$ cat config.mk
export PLATFORM = sky130hd
export DESIGN_NAME = cov_toggle_collector
export DESIGN_NICKNAME = d
export VERILOG_FILES = /design/src/rtl/cov_pkg.sv /design/src/rtl/cov_sat_counter.sv /design/src/rtl/cov_toggle_collector.sv
export SDC_FILE = /design/constraint.sdc
export NUM_CORES = 1
export LEC_CHECK = 0
export CAP_MARGIN = 20
export CORE_ASPECT_RATIO = 0.6
export CORE_MARGIN = 2
export CORE_UTILIZATION = 37
export DETAILED_ROUTE_END_ITERATION = 16
export SLEW_MARGIN = 5
export SYNTH_ARGS = -nofsm -noshare
export SYNTH_HDL_FRONTEND = slang
export SYNTH_HIERARCHICAL = 1
export SYNTH_SLANG_ARGS = --single-unit
$ cat constraint.sdc
create_clock -name clock -period 9.3 [get_ports clock]
set_clock_uncertainty 0.1 [all_clocks]
set_input_delay 2.325 -clock clock [delete_from_list [all_inputs] [get_ports clock]]
set_output_delay 2.325 -clock clock [all_outputs]
set_load 0.05 [all_outputs]
$ cat src/rtl/cov_pkg.sv
// Shared types and helpers for the coverage toggle collector.
package cov_pkg;

  typedef enum logic {COV_IDLE, COV_DUMP} cov_state_e;

  localparam int DEF_CNT_W = 16;

  // Adds amount to value and clips at max_val; callers zero-extend into 32 bits.
  function automatic logic [31:0] sat_inc(input logic [31:0] value,
                                          input logic [31:0] amount,
                                          input logic [31:0] max_val);
    logic [32:0] sum;
    sum = {1'b0, value} + {1'b0, amount};
    if (sum > {1'b0, max_val}) return max_val;
    else return sum[31:0];
  endfunction

endpackage

$ cat src/rtl/cov_sat_counter.sv
// One coverage point: saturating hit counter plus a sticky "ever hit" flag.
module cov_sat_counter
  import cov_pkg::*;
#(
  parameter int CNT_W = DEF_CNT_W
) (
  input  logic             clock,
  input  logic             reset,
  input  logic             inc,
  input  logic             clr,
  input  logic             hold,
  output logic [CNT_W-1:0] count,
  output logic             nonzero
);

  localparam logic [31:0] MAX_VAL = 32'((64'd1 << CNT_W) - 64'd1);

  // clr beats inc so hits in a clear cycle are discarded.
  always_ff @(posedge clock or negedge reset) begin
    if (!reset) begin
      count   <= '0;
      nonzero <= 1'b0;
    end else if (clr) begin
      count   <= '0;
      nonzero <= 1'b0;
    end else if (inc && !hold) begin
      count   <= CNT_W'(sat_inc(32'(count), 32'd1, MAX_VAL));
      nonzero <= 1'b1;
    end
  end

endmodule

$ cat src/rtl/cov_toggle_collector.sv
// Coverage collector: per-point saturating hit counters, covered-point count,
// and a valid/ready snapshot dump of all counters.
module cov_toggle_collector
  import cov_pkg::*;
#(
  parameter int NUM_POINTS = 16,
  parameter int CNT_W      = DEF_CNT_W,
  parameter int IDX_W      = $clog2(NUM_POINTS),
  parameter int COV_W      = $clog2(NUM_POINTS + 1)
) (
  input  logic                  clock,
  input  logic                  reset,
  input  logic                  cov_en,
  input  logic [NUM_POINTS-1:0] hit,
  input  logic                  clr_req,
  input  logic                  snap_req,
  output logic                  busy,
  output logic [COV_W-1:0]      covered_cnt,
  output logic [CNT_W-1:0]      lost_cnt,
  output logic                  out_valid,
  input  logic                  out_ready,
  output logic [IDX_W-1:0]      out_idx,
  output logic [CNT_W-1:0]      out_count,
  output logic                  out_last
);

  localparam logic [31:0]      MAX_VAL  = 32'((64'd1 << CNT_W) - 64'd1);
  localparam logic [IDX_W-1:0] LAST_IDX = IDX_W'(NUM_POINTS - 1);

  cov_state_e state, state_d;
  logic start, finish, idle, do_clr, xfer;
  logic [CNT_W-1:0]      cnt [NUM_POINTS];
  logic [NUM_POINTS-1:0] flag, flag_d;
  logic [COV_W-1:0]      flag_pop, hit_pop;
  logic [IDX_W-1:0]      next_idx;

  assign idle     = (state == COV_IDLE);
  assign busy     = (state == COV_DUMP);
  assign do_clr   = idle && clr_req;
  assign xfer     = out_valid && out_ready;
  assign next_idx = out_idx + 1'b1;

  for (genvar g = 0; g < NUM_POINTS; g++) begin : g_point
    cov_sat_counter #(.CNT_W(CNT_W)) u_cnt (
      .clock   (clock),
      .reset   (reset),
      .inc     (hit[g] && cov_en),
      .clr     (do_clr),
      .hold    (!idle),
      .count   (cnt[g]),
      .nonzero (flag[g])
    );
  end

  // covered_cnt is built from next-state flags so it moves with the counters.
  always_comb begin
    flag_pop = '0;
    hit_pop  = '0;
    for (int i = 0; i < NUM_POINTS; i++) begin
      flag_d[i] = !do_clr && (flag[i] || (idle && cov_en && hit[i]));
      flag_pop  = flag_pop + COV_W'(flag_d[i]);
      hit_pop   = hit_pop + COV_W'(hit[i]);
    end
  end

  always_comb begin
    state_d = state;
    start   = 1'b0;
    finish  = 1'b0;
    case (state)
      COV_IDLE: if (snap_req && !clr_req) begin
        state_d = COV_DUMP;
        start   = 1'b1;
      end
      COV_DUMP: if (xfer && out_last) begin
        state_d = COV_IDLE;
        finish  = 1'b1;
      end
      default: state_d = COV_IDLE;
    endcase
  end

  always_ff @(posedge clock or negedge reset) begin
    if (!reset) state <= COV_IDLE;
    else        state <= state_d;
  end

  always_ff @(posedge clock or negedge reset) begin
    if (!reset) begin
      covered_cnt <= '0;
      lost_cnt    <= '0;
    end else begin
      covered_cnt <= flag_pop;
      if (do_clr)
        lost_cnt <= '0;
      else if (busy && cov_en)
        lost_cnt <= CNT_W'(sat_inc(32'(lost_cnt), 32'(hit_pop), MAX_VAL));
    end
  end

  // Beat handshake: a beat moves when out_valid && out_ready at a clock edge;
  // idx/count/last hold until then and the next beat follows with no bubble.
  always_ff @(posedge clock or negedge reset) begin
    if (!reset) begin
      out_valid <= 1'b0;
      out_idx   <= '0;
      out_count <= '0;
      out_last  <= 1'b0;
    end else if (start) begin
      out_valid <= 1'b1;
      out_idx   <= '0;
      out_count <= cnt[0];
      out_last  <= 1'b0;
    end else if (finish) begin
      out_valid <= 1'b0;
      out_idx   <= '0;
      out_count <= '0;
      out_last  <= 1'b0;
    end else if (xfer) begin
      out_idx   <= next_idx;
      out_count <= cnt[next_idx];
      out_last  <= (next_idx == LAST_IDX);
    end
  end

endmodule

==> results by stage, run 1 <==
STA:
- Setup violations remaining at the end of the flow were counted as 0.
- In this run the tightest slew margin relative to its limit is 36.32%.
- The setup TNS after final layout is 0 ns.
- The final period utilization is about three quarters.
- At the pin with the least slew margin, the transition time is 0.9529 ns.
- The final-report hold violation count is 0.
- The minimum clock period after layout is 6.908 ns.
- Derived from the worst setup path, the maximum achievable clock frequency is 144.8 MHz.
- The count of final max-slew check failures is 0.
- Setup repair after global routing left no endpoint under its margin.
- The worst path meets setup with around 2.4 ns of slack.

Worst setup path:
- STA classifies the critical path startpoint as an input port.
- The cell repeated most along the worst path is fa_1.
- The logic depth of the worst path, buffers included is 15.
- For the worst flop-to-flop path, the logic depth is 14.
- Counting both buffers and inverters, the worst setup path holds a total of 5.
- STA classifies the critical path endpoint as a flip-flop.
- The largest single stage delay on the critical path is 0.65 ns.
- On the critical path, the stage with the largest delay is an instance of inv_8.
- At the worst endpoint, the arrival time is 7.27 ns.
- The worst register-to-register path ends at covered_cnt[4].
- The critical path goes through clkdlybuf4s50_1 > nand2b_1 > inv_8 > nor2_1 > fa_1 > inv_1 > fa_1 > fa_1 > fa_1 > inv_1 > ha_1 > inv_1 > fa_1 > nor2b_1 > o21a_1.
- STA puts the critical path data required time at 9.66 ns.
- Of all nets on the critical path, the largest fanout is 125.
- Broken down by cell family, the worst path's largest delay share belongs to adder cells.
- The launch point of the worst reg-to-reg path is busy.
- The critical path in this run is classified as in2reg.
- The setup slack of the worst register-to-register path is 3.86 ns.

GRT:
- The via count of the first global-routing pass was ~15000.
- In the global route stage, overall resource usage came out at 21.81%.
- Global routing finished with a remaining overflow of 0.
- The initial antenna violation count came to 6.
- The first global-routing pass estimated about 96000 um of wire.
- Entering global routing, the biggest net connects 144 pins.

Logic synthesis:
- The synthesized design devotes to its leading area cell type 39.45% of total area.
- Counting flops with a built-in enable in the synthesized netlist gives 0.
- The cell area that synthesis handed to floorplanning was approximately 20000 sq um.
- During synthesis, Yosys emitted a total of 6 warnings.
- Synthesis produced a netlist with a net count of 2079.
- The number of storage elements in the synthesis netlist is 316.
- The share of flip-flops with an asynchronous set or reset after synthesis is 100.0%.
- The top flip-flop cell by instance count after synthesis is dfrtp_1.
- The cell count after synthesis is 1988.
- The post-synthesis area per instance is 10.08 sq um.
- The sequential element share of the synthesized area is 39.45%.
- The synthesized design spends more area on one cell type than any other, namely dfrtp_1.
- By area the synthesized netlist is led by dfrtp_1 39%, mux4_2 6.5%, xnor2_1 5.8%.
- After synthesis, the netlist uses 54 different library cells.

Power:
- The worst vdd rail ir drop is roughly 0.00018 V.
- Of the total power, registers draw 33.1%.
- The net switching power of the design is roughly 2.0 mW.
- The portion of total power attributed to combinational logic is 39.4%.
- In this run switching power makes up 38.74% of total power.
- The leakage power summed over all cells is 8.931 nW.
- The total power consumption of the routed design is 5.283 mW.
- The share of power burned in the clock network is 27.5%.
- The internal power is 3.236 mW.
- The power density over cell area is 236.5 nW/um^2.

Place:
- Before CTS, the worst setup slack after placement is 1.819 ns.
- Input and output buffers added on the ports amount to 65.
- Routability-driven placement finished with a final weighted congestion of 0.9487.
- The cell total after placement is 2674.
- The estimated wirelength of the detail-placed design is 43850 um.

CTS:
- Clock tree synthesis selected as its root buffer the cell clkbuf_16.
- Counting every sink on the clock net gives 316.
- The count of instances resized after the clock tree is built is 0.
- The TritonCTS clock tree is yes.
- In this run, post-CTS hold repair placed 0 buffers.
- The clock-pin slew reported for the worst setup and hold paths after clock tree synthesis is 0.06 ns.
- The longest clock path from root to sink contains 3 buffers.
- The H-tree was split into 2 levels.
- The later pin in the worst-skew pair is clocked with a latency of 0.55 ns.
- Counting the buffers created by CTS gives 35.
- The number of setup buffers added after CTS is 0.

Detailed routing:
- The total routed wirelength is 60960 um.
- After detailed routing, the number of vias per cell comes to 5.905.
- In this run the remaining antenna-violating nets after routing total 0.
- For this block, the initial DRC count from the detailed router was 1927.
- Across all layers, the routed design uses 16180 vias.
- In the routed design, unresolved DRC markers number 0.
- After detailed routing, the average wire length per cell comes to 22.25 um.
- The detailed-routing iteration count for the pre-antenna-repair pass is 5.

Job:
- The max-capacitance violation count is 0.

Final layout:
- Counting the fill cells in the layout gives 5147.
- The commonest non-fill, non-tap cell in the layout is dfrtp_1.
- The number of nets in the final layout is about 2100.
- The finished layout holds 2740 standard cells, fillers aside.
- The final core utilization is 41.49%.
- Compared with the post-synthesis result, the final layout area differs by 11.44%.
- The footprint of the multi-input gates is 11360 sq um.
- The layout cell share with drive strength beyond 1 is between 10 and 15%.
- The sequential cells in the finished layout cover a total of 7913 sq um.
- The top cell types in the final layout, fill and taps aside, are 314 x dfrtp_1, 156 x nor2_1, 149 x o21ai_0, 132 x xnor2_1, 130 x nor3_1.

Run status:
- The run finished with clean final reports.

Floorplan:
- The die outline area is 56110 sq um.
- The floorplan step defined a core boundary enclosing 53840 sq um.
- For this configuration, the core starts out at a cell density of 37.23%.
- In this run the count of I/O pins placed on the die edge is 66.
- The die width is 304.5 um.
- Row generation in the floorplan step produced 66 rows.
- The y dimension of the die is 184.3 um.

Worst hold path:
- The worst hold path terminates at g_point[6].u_cnt/nonzero.
- The tightest min-delay check is of the reg2reg type.
- The startpoint identified for the worst hold timing path is g_point[6].u_cnt/nonzero.
- The depth of the worst hold-timing path is 2.
## cells in the mapped netlist (35+ instances only)
| master | instances |
|---|---|
| a211oi_1 | 51 |
| o21ai_1 | 35 |
| o21ai_0 | 149 |
| nor3_1 | 130 |
| mux4_2 | 58 |
| nor4_1 | 48 |
| ha_1 | 47 |
| nor2_1 | 156 |
| nand2_1 | 129 |
| nand4_1 | 51 |
| dfrtp_1 | 316 |
| clkbuf_1 | 70 |
| a21oi_1 | 77 |
| nor2b_1 | 51 |
| inv_1 | 56 |
| xnor2_1 | 132 |
| nand3_1 | 55 |
## kinds of logic after synthesis
group	count (synthesis)	share of synthesized area, %
and+or+nand+nor	775	22.55
AOI/OAI and AO/OA	401	12.22
DFF	316	39.45
xor gates and xnor gates	167	7.372
buffers and inverters	160	4.020
muxes	100	9.257
adders and majority gates	69	5.131
## routing by layer
layer	track usage, %	routed length (um)	vias up	share of wire [%]
met5	0	0	-	0
met4	4.376	1039	0	1.7
met3	5.807	6152	73	10
met2	29.56	24400	695	40
met1	34.17	29370	8115	48
li1	-	-	7296	-
## worst max path at each step
stage / to / slack (ns) / startpoint
4_1_cts: covered_cnt[4] / 2.37 / clr_req
6_report: covered_cnt[4] / 2.39 / clr_req
5_1_grt: covered_cnt[4] / 2.13 / clr_req
3_5_place_dp: covered_cnt[4] / 1.82 / clr_req
2_1_floorplan: lost_cnt[11] / 3.00 / hit[0]
3_3_place_gp: covered_cnt[4] / 1.96 / clr_req
## state kept, by name (all words and copies together), names as in the netlist
register,count
busy,1
covered_cnt,5
g_point.u_cnt/count,256
out_valid,1
out_count,16
out_idx,4
out_last,1
lost_cnt,16
g_point.u_cnt/nonzero,16
## power groups by stage
stage                     sequential (mW)  clock (mW)  combinational, mW
after floorplan                      1.78           0               1.53
after global placement               1.77           0               2.02
after detailed placement             1.77           0               2.08
after CTS                            1.75        1.49               2.09
after global routing                 1.77        1.55               2.31
final                                1.75        1.45               2.08
## worst reg2reg max path: cells and delay by family, from the launching register on
kind / cells / cell delay [ns]
AND/OR/NAND/NOR: 3 / 0.98
adder cells (fa/ha/maj): 6 / 2.64
buffers and inverters: 4 / 0.86
AO/OA/AOI/OAI: 1 / 0.14
flip-flops: 1 / 0.65
## cell type report
cell class              instances  share of cell area, %
clock inverters                15                 0.7786
diodes                          3                0.03361
flip-flops and latches        316                  35.42
repair buffers                 77                  3.394
well taps                     714                  3.999
clock buffers                  47                  4.531
multi-input cells            1512                  50.87
inverters                      56                 0.9746
## through the flow
| stage | hold WS, ns | instance area (sq um) |
|---|---|---|
| finish | 0.4134 | 22340 |
| global route | 0.4342 | 22340 |
| CTS | 0.4183 | 22320 |
| detailed placement | 0.4042 | 21140 |
| global placement | 0.3895 | 21140 |
| floorplan | 0.3670 | 20040 |
Power figures use the tool's default switching activity.
==> run 2: changes to the inputs <==
clock period = 5.8 ns   (was 9.3 ns; I/O delays follow)
==> results by stage, run 2 (same netlist as run 1, synthesis figures left out) <==
STA:
- The total setup violations reported at the end of the flow is 0.
- The smallest setup slack after layout is roughly 0.24 ns.
- Based on the critical path, the design can be clocked at up to 179.8 MHz.
- The final-report hold violation count came to 0.
- The worst hold slack across all endpoints is 0.3976 ns.
- The transition time at the pin with the least slew margin is approximately 0.96 ns.
- The headroom to the max-slew limit is 36.09%.
- The count of final max-slew check failures is 0.
- The final critical path takes up 95.91% of the cycle.
- Setup repair after global routing left no endpoint under its margin.
- The minimum clock period after layout is 5.563 ns.

CTS:
- The maximum level of the CTS H-tree is 2.
- Clock-pin slew was measured on the worst setup and hold paths at 0.06 ns.
- The TritonCTS buffer count is 34.
- The number of buffers added to fix hold violations after cts is 0.
- Clock tree synthesis selected as its root buffer the cell clkbuf_16.
- The post-CTS setup-driven buffer insertion count is 0.
- Counting along the longest clock path gives a buffer depth of 3.
- The later pin in the worst-skew pair is clocked with a latency of 0.54 ns.
- For this design, the sink count on the clock tree is 316.
- TritonCTS built the clock tree.
- Once the clock tree was built, the resizer swapped 0 gates to a different size.

Final layout:
- The library cell used most frequently in the layout, excluding fill and tap cells, is dfrtp_1.
- The register with the most flip-flops in the layout has 256 of them.
- The library cells used most frequently in the layout, excluding fill and tap cells, are 314 x dfrtp_1, 156 x nor2_1, 149 x o21ai_0, 132 x xnor2_1, 130 x nor3_1.
- The number of nets in the final layout is 2109.
- In the final layout, the share of cells above drive strength 1 is between 10% and 20%.
- From synthesis to final layout, the design area changed by 12.32%.
- The register bank with the most flops is g_point.u_cnt/count.
- The layout has around 5200 filler cells.

GRT:
- The global routing usage summed across all routing layers is 21.68%.
- The met3 capacity usage during global routing is 5.623%.
- The initial antenna violation count is 2.
- The busiest layer in global routing is met1.
- For met2 alone, demand over resource in global routing was 29.01%.
- For this run, global-route usage on met1 was measured as 34.63%.
- Entering global routing, the biggest net connects 111 pins.
- The first global-routing pass estimated 95160 um of wire.
- The total global routing overflow is 0.
- The via count of the first global-routing pass is 15160.

Worst setup path:
- The number of cells on the worst reg-to-reg path is 15.
- The worst register-to-register path ends at covered_cnt[4].
- The kind of critical path is in2reg.
- The setup slack of the worst register-to-register path is 1.31 ns.
- The top fanout value on the critical path is 5.
- The required time of the worst setup path is 6.13 ns.
- STA classifies the critical path endpoint as a flip-flop.
- The data arrival time of the worst path is a little under 6 ns.
- The kind of start point of the critical path is an input port.
- In this run the critical register-to-register path is launched from busy.

Worst hold path:
- The depth of the worst hold-timing path is 2.
- The type of the most critical hold path is reg2reg.
- The worst hold path begins at g_point[10].u_cnt/nonzero.
- The endpoint with the worst hold slack is g_point[10].u_cnt/nonzero.

Power:
- The design draws 8.530 mW.
- For this design the ratio of total power to cell area is roughly 380 nW/um^2.
- VDD sags by at most 0.0003632 V.
- The leakage power summed over all cells is 9.028 nW.

Detailed routing:
- The via density per instance is 5.890.
- The routed layout has 16240 vias.
- The count of unresolved DRC violations after routing is 0.
- The detail route stage leaves a number of antenna-violating nets equal to 0.
- After the first detailed-routing iteration, the DRC count stood at 1782.
- The total routed wirelength is 60840 um.
- The final routed wire length divided by cell count is between 20 and 25 um.
- The first detailed-routing pass ran for 5 iterations.

Floorplan:
- The initial core utilization is 37.23%.
- The floorplan has 66 rows.
- For this design the top-level I/O count stands at 66.
- The core region is between 50000 and 60000 sq um.
- The die width is slightly above 300 um.
- The die covers 56110 sq um.
- From bottom edge to top edge, the die measures 184.3 um.

Place:
- The post-placement setup slack is -0.3058 ns.
- The congestion estimate from routability-driven global placement came to 0.8973.
- Once detailed placement completed, the half-perimeter wirelength came to 44320 um.
- Port buffering added 65 buffers.

Run status:
- The flow ran to the end, and the final reports show no timing, DRC or antenna violations.

Job:
- The tool flagged a number of max-cap violations equal to 0.
==> run 2: cell types whose count changed in the layout (fill, tap and decap cells not counted), moves of 2 or more <==
cell	change
clkinv_2	-2
buf_4	+20
bufinv_16	+3
clkinvlp_4	+2
clkbuf_8	-3
==> run 2: how the worst max path moves through the flow <==
stage | startpoint | endpoint | slack [ns] | depth (start not counted)
6_report | hit[15] | lost_cnt[12] | 0.24 | 14
3_3_place_gp | hit[13] | lost_cnt[14] | -0.24 | 15
3_5_place_dp | hit[13] | lost_cnt[12] | -0.31 | 14
2_1_floorplan | hit[0] | lost_cnt[11] | 0.37 | 15
5_1_grt | hit[0] | lost_cnt[12] | 0.01 | 14
4_1_cts | hit[13] | lost_cnt[12] | 0.23 | 14
==> run 2: per-stage QoR <==
step	util (%)	TNS (ns)	instance area (sq um)	instances
6_report	41.82	0	22510	2757
5_1_grt	41.81	0	22510	2756
4_1_cts	41.81	0	22510	2755
3_5_place_dp	39.59	-3.554	21310	2696
3_3_place_gp	39.59	-2.924	21310	2696
2_1_floorplan	-	0	20040	1988
==> run 2: power by group <==
part / total [mW] / switching (mW) / internal, mW
sequential: 2.79 / 0.366 / 2.42
combinational: 3.34 / 1.92 / 1.42
clock: 2.40 / 0.971 / 1.43
==> run 2: layer usage <==
metal	vias up	wire, um
met5	-	0
met4	0	903
met3	73	5546
met2	639	24190
met1	8209	30190
li1	7318	-
==> run 2: critical path, cell delays in order <==
cell and delay [ns]:
clkdlybuf4s50_1 0.55, fa_1 0.54, inv_1 0.05, fa_1 0.49, fa_1 0.54, fa_1 0.44, fa_1 0.40, inv_1 0.08
fa_1 0.20, a21o_1 0.16, a31o_2 0.19, nor4b_2 0.42, a31oi_1 0.16, a211oi_1 0.22
==> run 2: layout make-up <==
class / instances / area [sq um] / area share [%]
multi-input cells: 1512 / 11360 / 50.47
flip-flops and latches: 316 / 7913 / 35.15
clock buffers: 42 / 942.2 / 4.185
repair buffers: 98 / 928.4 / 4.124
well taps: 714 / 893.4 / 3.968
clock inverters: 17 / 252.7 / 1.123
inverters: 56 / 217.7 / 0.9670
diodes: 2 / 5.005 / 0.02223
